File: src/rtl/platform_utils_ccip_active_tracker.sv
// Outstanding-request tracker for both CCI-P channels with saturating counters, credit flags
// and sticky error bits. Define PLATFORM_UTILS_ACTIVE_PEAK_EN to build the high-water marks.

package ccip_if_pkg;

    typedef logic [1:0]  t_ccip_vc;
    typedef logic [1:0]  t_ccip_clLen;
    typedef logic [1:0]  t_ccip_clNum;
    typedef logic [41:0] t_ccip_clAddr;
    typedef logic [15:0] t_ccip_mdata;

    typedef enum logic [3:0] {
        eREQ_RDLINE_I = 4'h0,
        eREQ_RDLINE_S = 4'h1
    } t_ccip_c0_req;

    typedef enum logic [3:0] {
        eREQ_WRLINE_I = 4'h0,
        eREQ_WRLINE_M = 4'h1,
        eREQ_WRPUSH_I = 4'h2,
        eREQ_WRFENCE  = 4'h4,
        eREQ_INTR     = 4'h6
    } t_ccip_c1_req;

    typedef enum logic [3:0] {
        eRSP_RDLINE = 4'h0,
        eRSP_UMSG   = 4'h4
    } t_ccip_c0_rsp;

    typedef enum logic [3:0] {
        eRSP_WRLINE  = 4'h0,
        eRSP_WRFENCE = 4'h4,
        eRSP_INTR    = 4'h6
    } t_ccip_c1_rsp;

    typedef struct packed {
        t_ccip_vc     vc_sel;
        logic [1:0]   rsvd1;
        t_ccip_clLen  cl_len;
        t_ccip_c0_req req_type;
        logic [5:0]   rsvd0;
        t_ccip_clAddr address;
        t_ccip_mdata  mdata;
    } t_ccip_c0_ReqMemHdr;

    typedef struct packed {
        t_ccip_vc     vc_used;
        logic         rsvd1;
        logic         hit_miss;
        logic [1:0]   rsvd0;
        t_ccip_clNum  cl_num;
        t_ccip_c0_rsp resp_type;
        t_ccip_mdata  mdata;
    } t_ccip_c0_RspMemHdr;

    typedef struct packed {
        logic [5:0]   rsvd2;
        t_ccip_vc     vc_sel;
        logic         sop;
        logic         rsvd1;
        t_ccip_clLen  cl_len;
        t_ccip_c1_req req_type;
        logic [5:0]   rsvd0;
        t_ccip_clAddr address;
        t_ccip_mdata  mdata;
    } t_ccip_c1_ReqMemHdr;

    typedef struct packed {
        t_ccip_vc     vc_used;
        logic         rsvd1;
        logic         hit_miss;
        logic         format;
        logic         rsvd0;
        t_ccip_clNum  cl_num;
        t_ccip_c1_rsp resp_type;
        t_ccip_mdata  mdata;
    } t_ccip_c1_RspMemHdr;

    typedef struct packed {
        t_ccip_c0_ReqMemHdr hdr;
        logic               valid;
    } t_if_ccip_c0_Tx;

    typedef struct packed {
        t_ccip_c0_RspMemHdr hdr;
        logic               rspValid;
    } t_if_ccip_c0_Rx;

    typedef struct packed {
        t_ccip_c1_ReqMemHdr hdr;
        logic               valid;
    } t_if_ccip_c1_Tx;

    typedef struct packed {
        t_ccip_c1_RspMemHdr hdr;
        logic               rspValid;
    } t_if_ccip_c1_Rx;

endpackage

module platform_utils_ccip_active_tracker
    import ccip_if_pkg::*;
#(
    parameter int unsigned C0_CNT_WIDTH = 10,
    parameter int unsigned C1_CNT_WIDTH = 10,
    parameter int unsigned REG_FLAGS    = 1
) (
    input  logic                    clk,
    input  logic                    reset_n,

    input  t_if_ccip_c0_Tx          c0Tx,
    input  t_if_ccip_c0_Rx          c0Rx,
    input  t_if_ccip_c1_Tx          c1Tx,
    input  t_if_ccip_c1_Rx          c1Rx,

    input  logic [C0_CNT_WIDTH-1:0] c0_thresh,
    input  logic [C1_CNT_WIDTH-1:0] c1_thresh,

    output logic [C0_CNT_WIDTH-1:0] c0_cnt,
    output logic [C1_CNT_WIDTH-1:0] c1_cnt,
    output logic                    c0_almost_full,
    output logic                    c1_almost_full,
    output logic [1:0]              err_underflow,
    output logic [1:0]              err_overflow,
    output logic [C0_CNT_WIDTH-1:0] c0_peak,
    output logic [C1_CNT_WIDTH-1:0] c1_peak
);

    // Two headroom bits: one for the sign, one so +4 from full scale cannot wrap.
    localparam int unsigned C0_SUM_W = C0_CNT_WIDTH + 2;
    localparam int unsigned C1_SUM_W = C1_CNT_WIDTH + 2;

    logic [2:0]                c0_incr;
    logic                      c0_decr;
    logic                      c1_incr;
    logic [2:0]                c1_decr;

    logic signed [3:0]         c0_delta_d, c0_delta_q;
    logic signed [3:0]         c1_delta_d, c1_delta_q;

    logic signed [C0_SUM_W-1:0] c0_sum;
    logic signed [C1_SUM_W-1:0] c1_sum;
    logic                      c0_under, c0_over;
    logic                      c1_under, c1_over;

    logic [C0_CNT_WIDTH-1:0]   c0_cnt_d, c0_cnt_q;
    logic [C1_CNT_WIDTH-1:0]   c1_cnt_d, c1_cnt_q;
    logic [1:0]                err_underflow_d, err_underflow_q;
    logic [1:0]                err_overflow_d, err_overflow_q;

    // Header fields other than the ones decoded below are irrelevant to the count.
    logic unused_in;
    assign unused_in = ^{c0Tx, c0Rx, c1Tx, c1Rx};

    // Stage 1: per-channel event decode into a signed delta.
    always_comb begin
        c0_incr = 3'd0;
        if (c0Tx.valid) begin
            c0_incr = 3'd1 + {1'b0, c0Tx.hdr.cl_len};
        end
        c0_decr = c0Rx.rspValid && (c0Rx.hdr.resp_type == eRSP_RDLINE);

        c1_incr = c1Tx.valid;
        c1_decr = 3'd0;
        if (c1Rx.rspValid) begin
            // A packed write response retires cl_num+1 requests at once.
            if ((c1Rx.hdr.resp_type == eRSP_WRLINE) && c1Rx.hdr.format) begin
                c1_decr = 3'd1 + {1'b0, c1Rx.hdr.cl_num};
            end else begin
                c1_decr = 3'd1;
            end
        end

        c0_delta_d = $signed({1'b0, c0_incr}) - $signed({3'b000, c0_decr});
        c1_delta_d = $signed({3'b000, c1_incr}) - $signed({1'b0, c1_decr});
    end

    // Stage 2: apply delta with saturation.
    always_comb begin
        c0_sum = $signed({2'b00, c0_cnt_q})
               + $signed({{(C0_SUM_W-4){c0_delta_q[3]}}, c0_delta_q});
        c1_sum = $signed({2'b00, c1_cnt_q})
               + $signed({{(C1_SUM_W-4){c1_delta_q[3]}}, c1_delta_q});

        c0_under = c0_sum[C0_SUM_W-1];
        c0_over  = !c0_sum[C0_SUM_W-1] && c0_sum[C0_SUM_W-2];
        c1_under = c1_sum[C1_SUM_W-1];
        c1_over  = !c1_sum[C1_SUM_W-1] && c1_sum[C1_SUM_W-2];

        if (c0_under) begin
            c0_cnt_d = '0;
        end else if (c0_over) begin
            c0_cnt_d = '1;
        end else begin
            c0_cnt_d = c0_sum[C0_CNT_WIDTH-1:0];
        end

        if (c1_under) begin
            c1_cnt_d = '0;
        end else if (c1_over) begin
            c1_cnt_d = '1;
        end else begin
            c1_cnt_d = c1_sum[C1_CNT_WIDTH-1:0];
        end

        err_underflow_d = err_underflow_q | {c1_under, c0_under};
        err_overflow_d  = err_overflow_q  | {c1_over,  c0_over};
    end

    always_ff @(posedge clk) begin
        if (!reset_n) begin
            c0_delta_q      <= '0;
            c1_delta_q      <= '0;
            c0_cnt_q        <= '0;
            c1_cnt_q        <= '0;
            err_underflow_q <= '0;
            err_overflow_q  <= '0;
        end else begin
            c0_delta_q      <= c0_delta_d;
            c1_delta_q      <= c1_delta_d;
            c0_cnt_q        <= c0_cnt_d;
            c1_cnt_q        <= c1_cnt_d;
            err_underflow_q <= err_underflow_d;
            err_overflow_q  <= err_overflow_d;
        end
    end

    assign c0_cnt        = c0_cnt_q;
    assign c1_cnt        = c1_cnt_q;
    assign err_underflow = err_underflow_q;
    assign err_overflow  = err_overflow_q;

    if (REG_FLAGS != 0) begin : g_reg_flags
        logic c0_af_q, c1_af_q;

        // Evaluated from next-count so the flag lands on the same edge as the count.
        always_ff @(posedge clk) begin
            if (!reset_n) begin
                c0_af_q <= 1'b0;
                c1_af_q <= 1'b0;
            end else begin
                c0_af_q <= (c0_cnt_d >= c0_thresh);
                c1_af_q <= (c1_cnt_d >= c1_thresh);
            end
        end

        assign c0_almost_full = c0_af_q;
        assign c1_almost_full = c1_af_q;
    end else begin : g_comb_flags
        assign c0_almost_full = (c0_cnt_q >= c0_thresh);
        assign c1_almost_full = (c1_cnt_q >= c1_thresh);
    end

`ifdef PLATFORM_UTILS_ACTIVE_PEAK_EN
    logic [C0_CNT_WIDTH-1:0] c0_peak_q;
    logic [C1_CNT_WIDTH-1:0] c1_peak_q;

    always_ff @(posedge clk) begin
        if (!reset_n) begin
            c0_peak_q <= '0;
            c1_peak_q <= '0;
        end else begin
            c0_peak_q <= (c0_cnt_d > c0_peak_q) ? c0_cnt_d : c0_peak_q;
            c1_peak_q <= (c1_cnt_d > c1_peak_q) ? c1_cnt_d : c1_peak_q;
        end
    end

    assign c0_peak = c0_peak_q;
    assign c1_peak = c1_peak_q;
`else
    assign c0_peak = '0;
    assign c1_peak = '0;
`endif

endmodule

File: config.mk
export PLATFORM = sky130hd
export DESIGN_NAME = platform_utils_ccip_active_tracker
export DESIGN_NICKNAME = d
export VERILOG_FILES = /design/src/rtl/platform_utils_ccip_active_tracker.sv
export SDC_FILE = /design/constraint.sdc
export NUM_CORES = 1
export LEC_CHECK = 0
export ABC_AREA = 1
export CELL_PAD_IN_SITES_DETAIL_PLACEMENT = 1
export CELL_PAD_IN_SITES_GLOBAL_PLACEMENT = 1
export CORE_AREA = 2 2 111 113
export CTS_CLUSTER_SIZE = 28
export DETAILED_ROUTE_END_ITERATION = 8
export DIE_AREA = 0 0 113 115
export DONT_BUFFER_PORTS = 1
export PLACE_DENSITY_LB_ADDON = 0.3
export RECOVER_POWER = 100
export SETUP_SLACK_MARGIN = 0.15
export SYNTH_ARGS = -nofsm -noshare
export SYNTH_HDL_FRONTEND = slang
export SYNTH_SLANG_ARGS = --single-unit
File: constraint.sdc
create_clock -name clk -period 2.59 [get_ports clk]
set_input_delay 0.3885 -clock clk [delete_from_list [all_inputs] [get_ports clk]]
set_output_delay 0.3885 -clock clk [all_outputs]
set_load 0.02 [all_outputs]
==> results of run 1 <==
critical path, stage by stage, from the launching register on:
cell	delay, ps
dfxtp_4	500
ha_4	270
inv_4	70
nand2_4	50
nor2_4	170
nand3_4	120
nand3_4	120
nand2_4	70
nand2_8	120
inv_6	40
buf_6	110
o21ai_4	210
ha_4	160
nand2_2	50
nor4_2	290
nand3_1	110
nand4_1	90
nand2_1	60
inv_1	50
power groups by stage:
stage	clock network (mW)	logic, mW	registers (mW)
finish	0.806	0.800	0.607
global route	0.847	0.873	0.611
CTS	0.824	0.656	0.607
detailed placement	0	0.581	0.608
global placement	0	0.563	0.609
floorplan	0	0.378	0.632
kinds of logic (layout without fill, tap and decap cells):
kind of cell / Yosys count / after routing / share of synthesized area (%)
compound gates: 50 / 50 / 10.7
fa+ha+maj: 50 / 50 / 18.6
other cells: 1 / 20 / 0.109
simple gates: 224 / 224 / 32.9
xor+xnor: 11 / 11 / 2.80
buf+inv: 115 / 186 / 15.1
flops: 34 / 34 / 19.7
Yosys cell counts:
master | instances | area, µm²
a211oi_1 | 2 | 15.0
xor2_1 | 3 | 26.3
o21ai_0 | 6 | 30.0
nor2_2 | 7 | 43.8
nand4_1 | 4 | 25.0
ha_1 | 48 | 601
nand3_1 | 20 | 100
nand3_4 | 1 | 17.5
nor2_1 | 30 | 113
buf_2 | 2 | 10.0
nand2_4 | 4 | 45.0
a21boi_0 | 1 | 7.51
a21oi_2 | 20 | 175
inv_2 | 7 | 26.3
nor2_4 | 2 | 22.5
inv_1 | 83 | 312
conb_1 | 1 | 3.75
nand2_8 | 2 | 40.0
nand2_2 | 14 | 87.6
dfxtp_1 | 34 | 681
buf_6 | 1 | 11.3
nand2_1 | 121 | 454
a31oi_1 | 1 | 6.26
inv_4 | 2 | 12.5
o21ai_4 | 2 | 32.5
nor3_1 | 2 | 10.0
nand3b_1 | 2 | 15.0
o211ai_1 | 2 | 15.0
nand3_2 | 9 | 90.1
buf_4 | 20 | 150
o21ai_2 | 2 | 17.5
nand4_2 | 3 | 37.5
a21oi_1 | 13 | 65.1
xnor2_1 | 8 | 70.1
o21ai_1 | 1 | 5.00
nand4_4 | 1 | 21.3
nor4_1 | 2 | 12.5
fa_1 | 2 | 40.0
final cells by class:
cell class | count | area (µm²)
Inverter | 92 | 365
Clock inverter | 3 | 68.8
Tap cell | 147 | 184
Fill cell | 1448 | 6610
Sequential cell | 34 | 693
Timing Repair Buffer | 86 | 633
Multi-Input combinational cell | 355 | 3130
Clock buffer | 5 | 125
cells in the final DEF, fill, tap and decap left out, types with 3 or more instances in the layout:
cell,netlist,routed
a21oi_2,20,12
xnor2_1,8,7
nor2_2,7,6
ha_4,0,28
nand2_4,4,18
nand4_4,1,4
xor2_1,3,3
nand3_4,1,8
dfxtp_1,34,30
clkbuf_16,0,5
buf_4,20,60
inv_1,83,79
nand2_2,14,33
o21ai_4,2,4
clkbuf_1,0,16
buf_6,1,6
ha_1,48,16
ha_2,0,4
nand4_1,4,4
conb_1,1,20
inv_2,7,7
nor2_4,2,6
a21oi_4,0,12
inv_4,2,4
dfxtp_4,0,3
a21oi_1,13,9
o21ai_0,6,5
nor2_1,30,27
nand3_1,20,18
nand2_8,2,4
nand2_1,121,86
nand3_2,9,4
metal layers:
| metal | up-vias | GRT usage [%] | part of all wire, % |
|---|---|---|---|
| met5 | - | 0 | 0 |
| met4 | 0 | 5.45 | 1.7 |
| met3 | 16 | 4.48 | 4.5 |
| met2 | 72 | 31.0 | 53 |
| met1 | 1618 | 20.2 | 41 |
| li1 | 1680 | - | - |
path summary, 6_finish.rpt:
check                       start              end  slack, ps  cells after the start
setup / recovery    c1_delta_q[3]   c1_almost_full       -130                     18
hold / removal            reset_n        c0_cnt[6]        200                      2
setup reg to reg    c1_delta_q[3]   c1_almost_full       -130                     18
hold reg to reg   err_overflow[0]  err_overflow[0]        570                      2
registers in the layout, indices dropped and copies added, names as in the netlist:
name and flops:
err_overflow 2, c0_delta_q 4, c1_almost_full 1, err_underflow 2, c1_cnt 10, c0_cnt 10, c0_almost_full 1, c1_delta_q 4
repair_timing:
action | CTS | global route
setup buffers | 8 | 9
hold buffers | 0 | 0
pin swaps | 30 | 54
endpoints found under the setup margin | 2 | 2
resized for setup | 66 | 76
==> reports/qor.csv, run 1 <==
stage,metric,value,unit
synth,ys_types,38,
global_routing,grt_use_total,17.3,%
drt,postRouteAntennaNets,0,
min_path,min_path_type,in -> reg,
global_routing,grt_start_max_net_pins,22,
die,die_area,13000,µm²
finish,area_growth,50.8,%
global_routing,antenna_found_initial,0,
job,max-cap-violations,0,
die,die_h,115,µm
critical_path,worstPathRequired,2820,ps
clock_tree,cts_root_buf,clkbuf_16,
placed_design,post-place-cells,697,
pwr,clkPwrFrac,36.4,%
timing,finalCriticalPeriod,2720,ps
timing,slew_viol_final,0,
drt,first_pass_iters,4,
timing,rsz0062_at_grt,true,
drt,remaining_drc_errors,0,
clock_tree,worst_skew_pair.late_latency,280,ps
pwr,ir_worst_vdd,0.349,mV
placed_design,place_area,4100,µm²
placed_design,gp_congestion,0.826,
critical_path,critPathLaunchType,flop,
pwr,p_comb_share,36.1,%
placed_design,dp_slack,-167,ps
drt,wl_per_cell,16.6,µm
clock_tree,clk_pin_slew,60,ps
global_routing,grt_overflow,0,
drt,route.vias.total,3386,
synth,synth.avg_cell_area,7.11,µm²
timing,finalHoldWorstSlack,205,ps
pwr,seq_power_share,27.4,%
critical_path,endpoint_kind,flop,
run_status,status,"finished, violations left",
critical_path,crit_type,reg -> reg,
die,design.core.area,11800,µm²
drt,via_per_inst,4.69,
synth,ys_seq_area_share,19.7,%
finish,final_util,44.0,%
timing,timing.setup.tns,-234,ps
pwr,leakagePower,2.57,nW
finish,stdcell_count,722,
drt,first_iter_violations,54,
synth,syn_area,3450,µm²
clock_tree,numCtsBuffers,5,
timing,fin_ws,-125,ps
synth,syn_inst,485,
placed_design,dpl.hpwl,8400,µm
timing,fmax,368,MHz
die,die_x,113,µm
clock_tree,ctsLongestPathBuffers,2,
critical_path,worstPathMaxFanout,8,
finish,final_cell_area,5200,µm²
global_routing,grt_pass1_vias,3691,
clock_tree,tritoncts,done,
finish,diodes,0,
clock_tree,clkSinkCount,34,
die,io_pins,282,
global_routing,grt_pass1_wl,17700,µm
timing,hold_viol,0,
pwr,power.internal,1.47,mW
timing,setup_viol,2,
timing,worst_clock_skew,9.61,ps
finish,drive_above_1_share,42.4,%
placed_design,portBuffers,0,
run_status,violations,setup timing,
timing,finalCritPeriodShare,105,%
drt,routed_wl,12000,µm
clock_tree,cts.htree.levels,2,
die,rows,40,
synth,ys_ff_latch,34,
pwr,powerDensity,426,nW/µm²
synth,yosysWarnings,0,
critical_path,critPathArrivalTime,2950,ps
pwr,power_switching,0.746,mW
pwr,power,2.21,mW
pwr,switching_share,33.7,%
die,start_util,29.2,%
finish,layout.nets,860,
(Power assumes the default switching activity.)
==> run 2: changes to the inputs <==
--- a/config.mk
+++ b/config.mk
@@ -9,8 +9,8 @@
 export CELL_PAD_IN_SITES_DETAIL_PLACEMENT = 1
 export CELL_PAD_IN_SITES_GLOBAL_PLACEMENT = 1
-export CORE_AREA = 2 2 111 113
+export CORE_AREA = 2 2 109 111
 export CTS_CLUSTER_SIZE = 28
 export DETAILED_ROUTE_END_ITERATION = 8
-export DIE_AREA = 0 0 113 115
+export DIE_AREA = 0 0 111 113
 export DONT_BUFFER_PORTS = 1
 export PLACE_DENSITY_LB_ADDON = 0.3
==> constraint.sdc (replaced) <==
create_clock -name clk -period 3.1 [get_ports clk]
set_input_delay 0.31 -clock clk [delete_from_list [all_inputs] [get_ports clk]]
set_output_delay 0.31 -clock clk [all_outputs]
set_load 0.02 [all_outputs]
==> run 2 against run 1 <==
Compared with the run above: the flow now finishes without violations; first-iteration DRC count grew 24%; worst hold slack lost 67 ps; non-clock buffer count shrank 65; cell area shrank 21%; sequential power shrank 15%; combinational power shrank 45%; via count shrank 11%; sequential share of layout area grew 3.5 points; worst setup slack gained 440 ps; largest power group unchanged.
==> reports/qor.csv, run 2 (same netlist as run 1, synthesis figures left out) <==
stage,metric,value,unit,change
min_path,whs_path_depth,2,,unchanged
die,die_area,12500,µm²,-3.5%
timing,finalCriticalPeriod,2790,ps,+74.2 ps
drt,routed_wl,9870,µm,-18%
timing,fin_ws,311,ps,+436 ps
drt,postRouteAntennaNets,0,,unchanged
clock_tree,cts.htree.levels,2,,unchanged
clock_tree,clkSinkCount,34,,unchanged
clock_tree,worst_skew_pair.late_latency,290,ps,about the same
pwr,p_comb_share,26.8,%,-9.3 points
critical_path,critPathArrivalTime,2980,ps,+30 ps
timing,rsz0062_at_grt,false,,
finish,layout.nets,795,,-7.6%
critical_path,worstPathRequired,3290,ps,+470 ps
finish,diodes,0,,unchanged
critical_path,cp_top_family,simple AND/OR/NAND/NOR gates,,
critical_path,endpoint_kind,flop,,
global_routing,antenna_found_initial,0,,unchanged
pwr,switching_share,32.9,%,-0.83 points
finish,layout.cells.most_common,nand2_1,,
finish,layout_common_cells,"120 x nand2_1, 83 x inv_1, 34 x ha_1",,
min_path,min-delay-start,reset_n,,
pwr,powerDensity,398,nW/µm²,-6.5%
critical_path,critical_path_depth,17,,-1
die,start_util,30.6,%,+1.4 points
die,rows,39,,-2.5%
timing,setup_viol,0,,-2
clock_tree,clk_pin_slew,60,ps,about the same
pwr,seq_power_share,31.7,%,+4.3 points
timing,finalCritPeriodShare,90.0,%,-15 points
clock_tree,cts_root_buf,clkbuf_16,,
critical_path,path_cells,clkbuf_1 > ha_1 > inv_1 > nand2_1 > a21oi_2 > nand3_2 > nand2_4 > nand2_8 > buf_4 > a21oi_1 > ha_1 > nand2_1 > nor2_1 > o211ai_1 > nand4_1 > nand2_1 > inv_1,,
critical_path,critPathLaunchType,flop,,
timing,timing.setup.tns,0,ps,+234 ps
global_routing,grt_use_total,15.9,%,-1.4 points
critical_path,r2r_end,c1_almost_full,,
global_routing,grt_pass1_wl,15800,µm,-11%
die,die_h,113,µm,-1.7%
finish,area_growth,18.9,%,
drt,first_iter_violations,67,,+24%
finish,drive_above_1_share,22.5,%,-20 points
die,design.core.area,11300,µm²,-4.6%
run_status,status,"complete, no violations",,
pwr,ir_worst_vdd,0.302,mV,-14%
timing,hold_viol,0,,unchanged
critical_path,worstPathMaxFanout,7,,-1
drt,remaining_drc_errors,0,,unchanged
global_routing,grt_overflow,0,,unchanged
critical_path,timing.reg2reg.setup_slack,310,ps,+440 ps
placed_design,dpl.hpwl,8210,µm,-2.3%
min_path,min_path_type,in -> reg,,
pwr,leakagePower,2.10,nW,-18%
timing,worst_pin_slew,563,ps,
drt,route.vias.total,3014,,-11%
critical_path,cp_common_cell,nand2_1,,
job,max-cap-violations,0,,unchanged
drt,via_per_inst,4.62,,-1.6%
clock_tree,tritoncts,done,,
pwr,power_switching,0.537,mW,-28%
critical_path,path_buf_inv,4,,unchanged
die,io_pins,282,,unchanged
placed_design,gp_congestion,0.827,,about the same
die,die_x,111,µm,-1.8%
critical_path,r2r-start,c1_cnt[9],,
min_path,min_to,c0_cnt[2],,
drt,first_pass_iters,4,,unchanged
pwr,clkPwrFrac,41.4,%,+5.0 points
timing,relSlewSlack,62.5,%,
global_routing,grt_pass1_vias,3249,,-12%
global_routing,grt_start_max_net_pins,22,,unchanged
clock_tree,hold_buffers,0,,unchanged
timing,worst_clock_skew,7.26,ps,-2.34 ps
pwr,power.internal,1.10,mW,-25%
critical_path,crit_type,reg -> reg,,
clock_tree,numCtsBuffers,5,,unchanged
drt,wl_per_cell,15.1,µm,-8.9%
clock_tree,ctsLongestPathBuffers,2,,unchanged
placed_design,portBuffers,0,,unchanged
critical_path,max_stage_delay,330,ps,-170 ps
timing,slew_viol_final,0,,unchanged
timing,fmax,358,MHz,-2.7%
critical_path,rr_worst_depth,17,,-1
critical_path,worst_path_max_delay_cell,ha_1,,
placed_design,dp_slack,81.3,ps,+249 ps
[run 2: cell count changes in the layout (fill, tap and decap cells not counted), sizes merged]
cell,previous run,this run
buf,68,11
clkbuf,23,15
[run 2: power by group through the flow]
| stage | clock network (mW) | logic, mW | registers (mW) |
|---|---|---|---|
| after floorplan | 0 | 0.315 | 0.528 |
| after global placement | 0 | 0.402 | 0.522 |
| after detailed placement | 0 | 0.418 | 0.522 |
| after CTS | 0.694 | 0.424 | 0.513 |
| after global routing | 0.705 | 0.495 | 0.523 |
| final | 0.676 | 0.438 | 0.518 |
[run 2: stage by stage]
step,util (%),power [mW],hold slack [ps],cells,area (µm²)
2_1_floorplan,-,0.843,497,504,3520
3_3_place_gp,32.5,0.924,417,639,3660
3_5_place_dp,32.5,0.940,423,639,3660
4_1_cts,34.3,1.63,125,647,3860
5_1_grt,36.4,1.72,133,653,4100
6_report,36.4,1.63,138,653,4100
[run 2: how the worst max path moves through the flow]
stage	startpoint	end	slack [ps]
3_5_place_dp	c1_delta_q[3]	c1_almost_full	80
5_1_grt	c0_cnt[1]	c0_almost_full	80
2_1_floorplan	c1_delta_q[3]	c1_almost_full	430
3_3_place_gp	c1_delta_q[3]	c1_almost_full	130
6_report	c1_cnt[9]	c1_almost_full	310
4_1_cts	c1_cnt[0]	c1_almost_full	160
[run 2: per-layer routing]
| metal | GRT usage, % | vias up | share of wire, % |
|---|---|---|---|
| met2 | 28.2 | 65 | 49 |
| met4 | 4.83 | 0 | 1.2 |
| met5 | 0 | - | 0 |
| met3 | 4.98 | 10 | 7.0 |
| li1 | - | 1534 | - |
| met1 | 18.3 | 1405 | 43 |
[run 2: repair_timing]
item	4_1_cts	5_1_grt
pin swaps	0	11
buffers inserted	0	6
endpoints found under the setup margin	1	2
resized for setup	2	45
[run 2: layout make-up]
type	count	area, µm²
fill	1377	7170
multi-input combinational	355	2540
sequential	34	691
inverter	92	350
tap	143	179
timing repair buffer	21	145
clock buffer	5	125
clock inverter	3	68.8
==> run 3: changes to the inputs <==
RECOVER_POWER = 25   (was 100)
SLEW_MARGIN = 20   (was unset)
==> run 3 against run 2 <==
Compared with the run above: fmax is 0.30% higher; sequential power barely moved; combinational power rose by 3%; non-clock buffer count is the same; clock-buffer cell count is the same; critical endpoint unchanged.
==> reports/qor.csv, run 3 (same netlist as run 1, synthesis figures left out) <==
stage,metric,value,unit,change
finish,seqCellArea,691,µm²,unchanged
job,max-cap-violations,0,,unchanged
placed_design,gp_congestion,0.827,,unchanged
min_path,min_to,c1_delta_q[1],,
drt,route.vias.total,3013,,-0.033%
critical_path,cp_common_cell,nand2_1,,
global_routing,grt_start_max_net_pins,22,,unchanged
pwr,ir_worst_vdd,0.302,mV,+0.10%
drt,wl_per_cell,15.1,µm,+0.14%
die,design.core.area,11300,µm²,unchanged
critical_path,path_cells,ha_2 > fa_2 > nand3_1 > nand3_1 > nand2_1 > nand2_1 > xnor2_1 > a21oi_2 > ha_1 > nand2_1 > nor4_2 > nand3_1 > nand4_1 > nand2_1 > inv_1,,
finish,final_cell_area,4160,µm²,+1.4%
finish,stdcell_count,653,,unchanged
run_status,status,"complete, no violations",,
global_routing,grt_overflow,0,,unchanged
clock_tree,numCtsBuffers,5,,unchanged
finish,drive_above_1_share,25.5,%,+2.9 points
die,rows,39,,unchanged
placed_design,post-place-cells,639,,unchanged
drt,wl_met2,4800,µm,-0.15%
drt,remaining_drc_errors,0,,unchanged
pwr,power,1.65,mW,+0.88%
global_routing,grt_pass1_wl,15800,µm,unchanged
pwr,leakagePower,2.14,nW,+2.0%
drt,routed_wl,9880,µm,+0.14%
drt,first_iter_violations,65,,-3.0%
finish,area_growth,20.6,%,
timing,timing.setup.tns,0,ps,unchanged
critical_path,worstPathRequired,3340,ps,+50 ps
finish,fill_cells,1377,,unchanged
clock_tree,clk_pin_slew,60,ps,about the same
critical_path,worstPathMaxFanout,3,,-4
timing,finalCriticalPeriod,2780,ps,-8.31 ps
min_path,whs_path_depth,2,,unchanged
finish,layout_common_cells,"120 x nand2_1, 83 x inv_1, 34 x ha_1",,
die,io_pins,282,,unchanged
critical_path,critPathArrivalTime,3020,ps,+40 ps
drt,via_per_inst,4.61,,about the same
die,die_area,12500,µm²,unchanged
finish,layout.nets,795,,unchanged
critical_path,worst_path_max_delay_cell,dfxtp_1,,
die,die_x,111,µm,unchanged
clock_tree,tritoncts,done,,
clock_tree,ctsLongestPathBuffers,2,,unchanged
placed_design,place_area,3660,µm²,unchanged
clock_tree,cts_root_buf,clkbuf_16,,
critical_path,r2r_end,c1_almost_full,,
drt,route.met3.wl,690,µm,-0.43%
drt,met1_length,4240,µm,about the same
critical_path,crit_type,reg -> reg,,
timing,slew_viol_final,0,,unchanged
clock_tree,cts.htree.levels,2,,unchanged
drt,top_layer_used,met4,,
drt,postRouteAntennaNets,0,,unchanged
finish,multiInputGateArea,2560,µm²,+0.79%
timing,finalHoldWorstSlack,137,ps,-0.294 ps
timing,hold_viol,0,,unchanged
global_routing,grt_pass1_vias,3249,,unchanged
timing,setup_viol,0,,unchanged
timing,worst_pin_slew,556,ps,-6.16 ps
drt,first_pass_iters,5,,+1
critical_path,critPathLaunchType,flop,,
global_routing,antenna_found_initial,0,,unchanged
timing,relSlewSlack,62.9,%,+0.41 points
pwr,powerDensity,396,nW/µm²,-0.52%
critical_path,max_stage_delay,400,ps,+70 ps
timing,fmax,360,MHz,+0.30%
critical_path,rr_worst_depth,15,,-2
critical_path,r2r-start,c1_cnt[0],,
finish,layout.cells.most_common,nand2_1,,
clock_tree,worst_skew_pair.late_latency,290,ps,about the same
timing,worst_clock_skew,6.02,ps,-1.24 ps
global_routing,grt_use_total,15.9,%,unchanged
critical_path,endpoint_kind,flop,,
placed_design,portBuffers,0,,unchanged
placed_design,dpl.hpwl,8210,µm,unchanged
min_path,min-delay-start,reset_n,,
clock_tree,clkSinkCount,34,,unchanged
timing,finalCritPeriodShare,89.7,%,-0.27 points
critical_path,timing.reg2reg.setup_slack,320,ps,about the same
die,die_h,113,µm,unchanged
min_path,min_path_type,in -> reg,,
finish,diodes,0,,unchanged
timing,rsz0062_at_grt,false,,
die,start_util,30.6,%,unchanged
-- run 3: changes by cell type in the layout (fill, tap and decap cells not counted), sizes merged --
cell	previous run	this run
buf	11	21
clkbuf	15	5
-- run 3: how the worst max path moves through the flow --
stage	start	end	slack (ps)	cells past startpoint
floorplan	c1_delta_q[3]	c1_almost_full	430	18
global placement	c1_delta_q[3]	c1_almost_full	130	16
detailed placement	c1_delta_q[3]	c1_almost_full	80	16
CTS	c1_cnt[0]	c1_almost_full	160	15
global route	c1_cnt[0]	c1_almost_full	90	16
finish	c1_cnt[0]	c1_almost_full	320	15
-- run 3: layout make-up --
cell class                      count  share of cell area, %
Clock inverter                      3                   1.66
Clock buffer                        5                   3.01
Sequential cell                    34                   16.6
Timing Repair Buffer               21                   4.39
Tap cell                          143                   4.30
Multi-Input combinational cell    355                   61.6
Inverter                           92                   8.43
-- run 3: stage by stage --
stage / util, % / setup WS (ps)
global route: 36.9 / 90.3
global placement: 32.5 / 127
detailed placement: 32.5 / 81.3
floorplan: - / 428
CTS: 34.3 / 157
finish: 36.9 / 319
-- run 3: power breakdown --
part | switching [mW] | internal (mW) | leakage [nW] | total (mW)
logic | 0.275 | 0.178 | 1.77 | 0.453
clock network | 0.213 | 0.462 | 0.0940 | 0.675
registers | 0.0512 | 0.467 | 0.280 | 0.519
-- run 3: routing by layer --
metal | up-vias | global-route usage (%)
met5 | - | 0
met3 | 10 | 4.98
met1 | 1412 | 18.3
li1 | 1533 | -
met2 | 58 | 28.2
met4 | 0 | 4.83
-- run 3: critical path, delay by kind of cell, from the launching register on --
| family | cells | cell delay [ps] |
|---|---|---|
| and+or+nand+nor | 9 | 1060 |
| adders and majority gates | 3 | 920 |
| xor gates and xnor gates | 1 | 200 |
| DFF | 1 | 400 |
| AOI/OAI and AO/OA | 1 | 100 |
| buffers and inverters | 1 | 40 |
-- run 3: timing repair --
item	in CTS	in global routing
pin swaps	0	11
resized for setup	2	45
hold buffers	0	0
setup endpoints to repair	1	2
buffers inserted	0	6
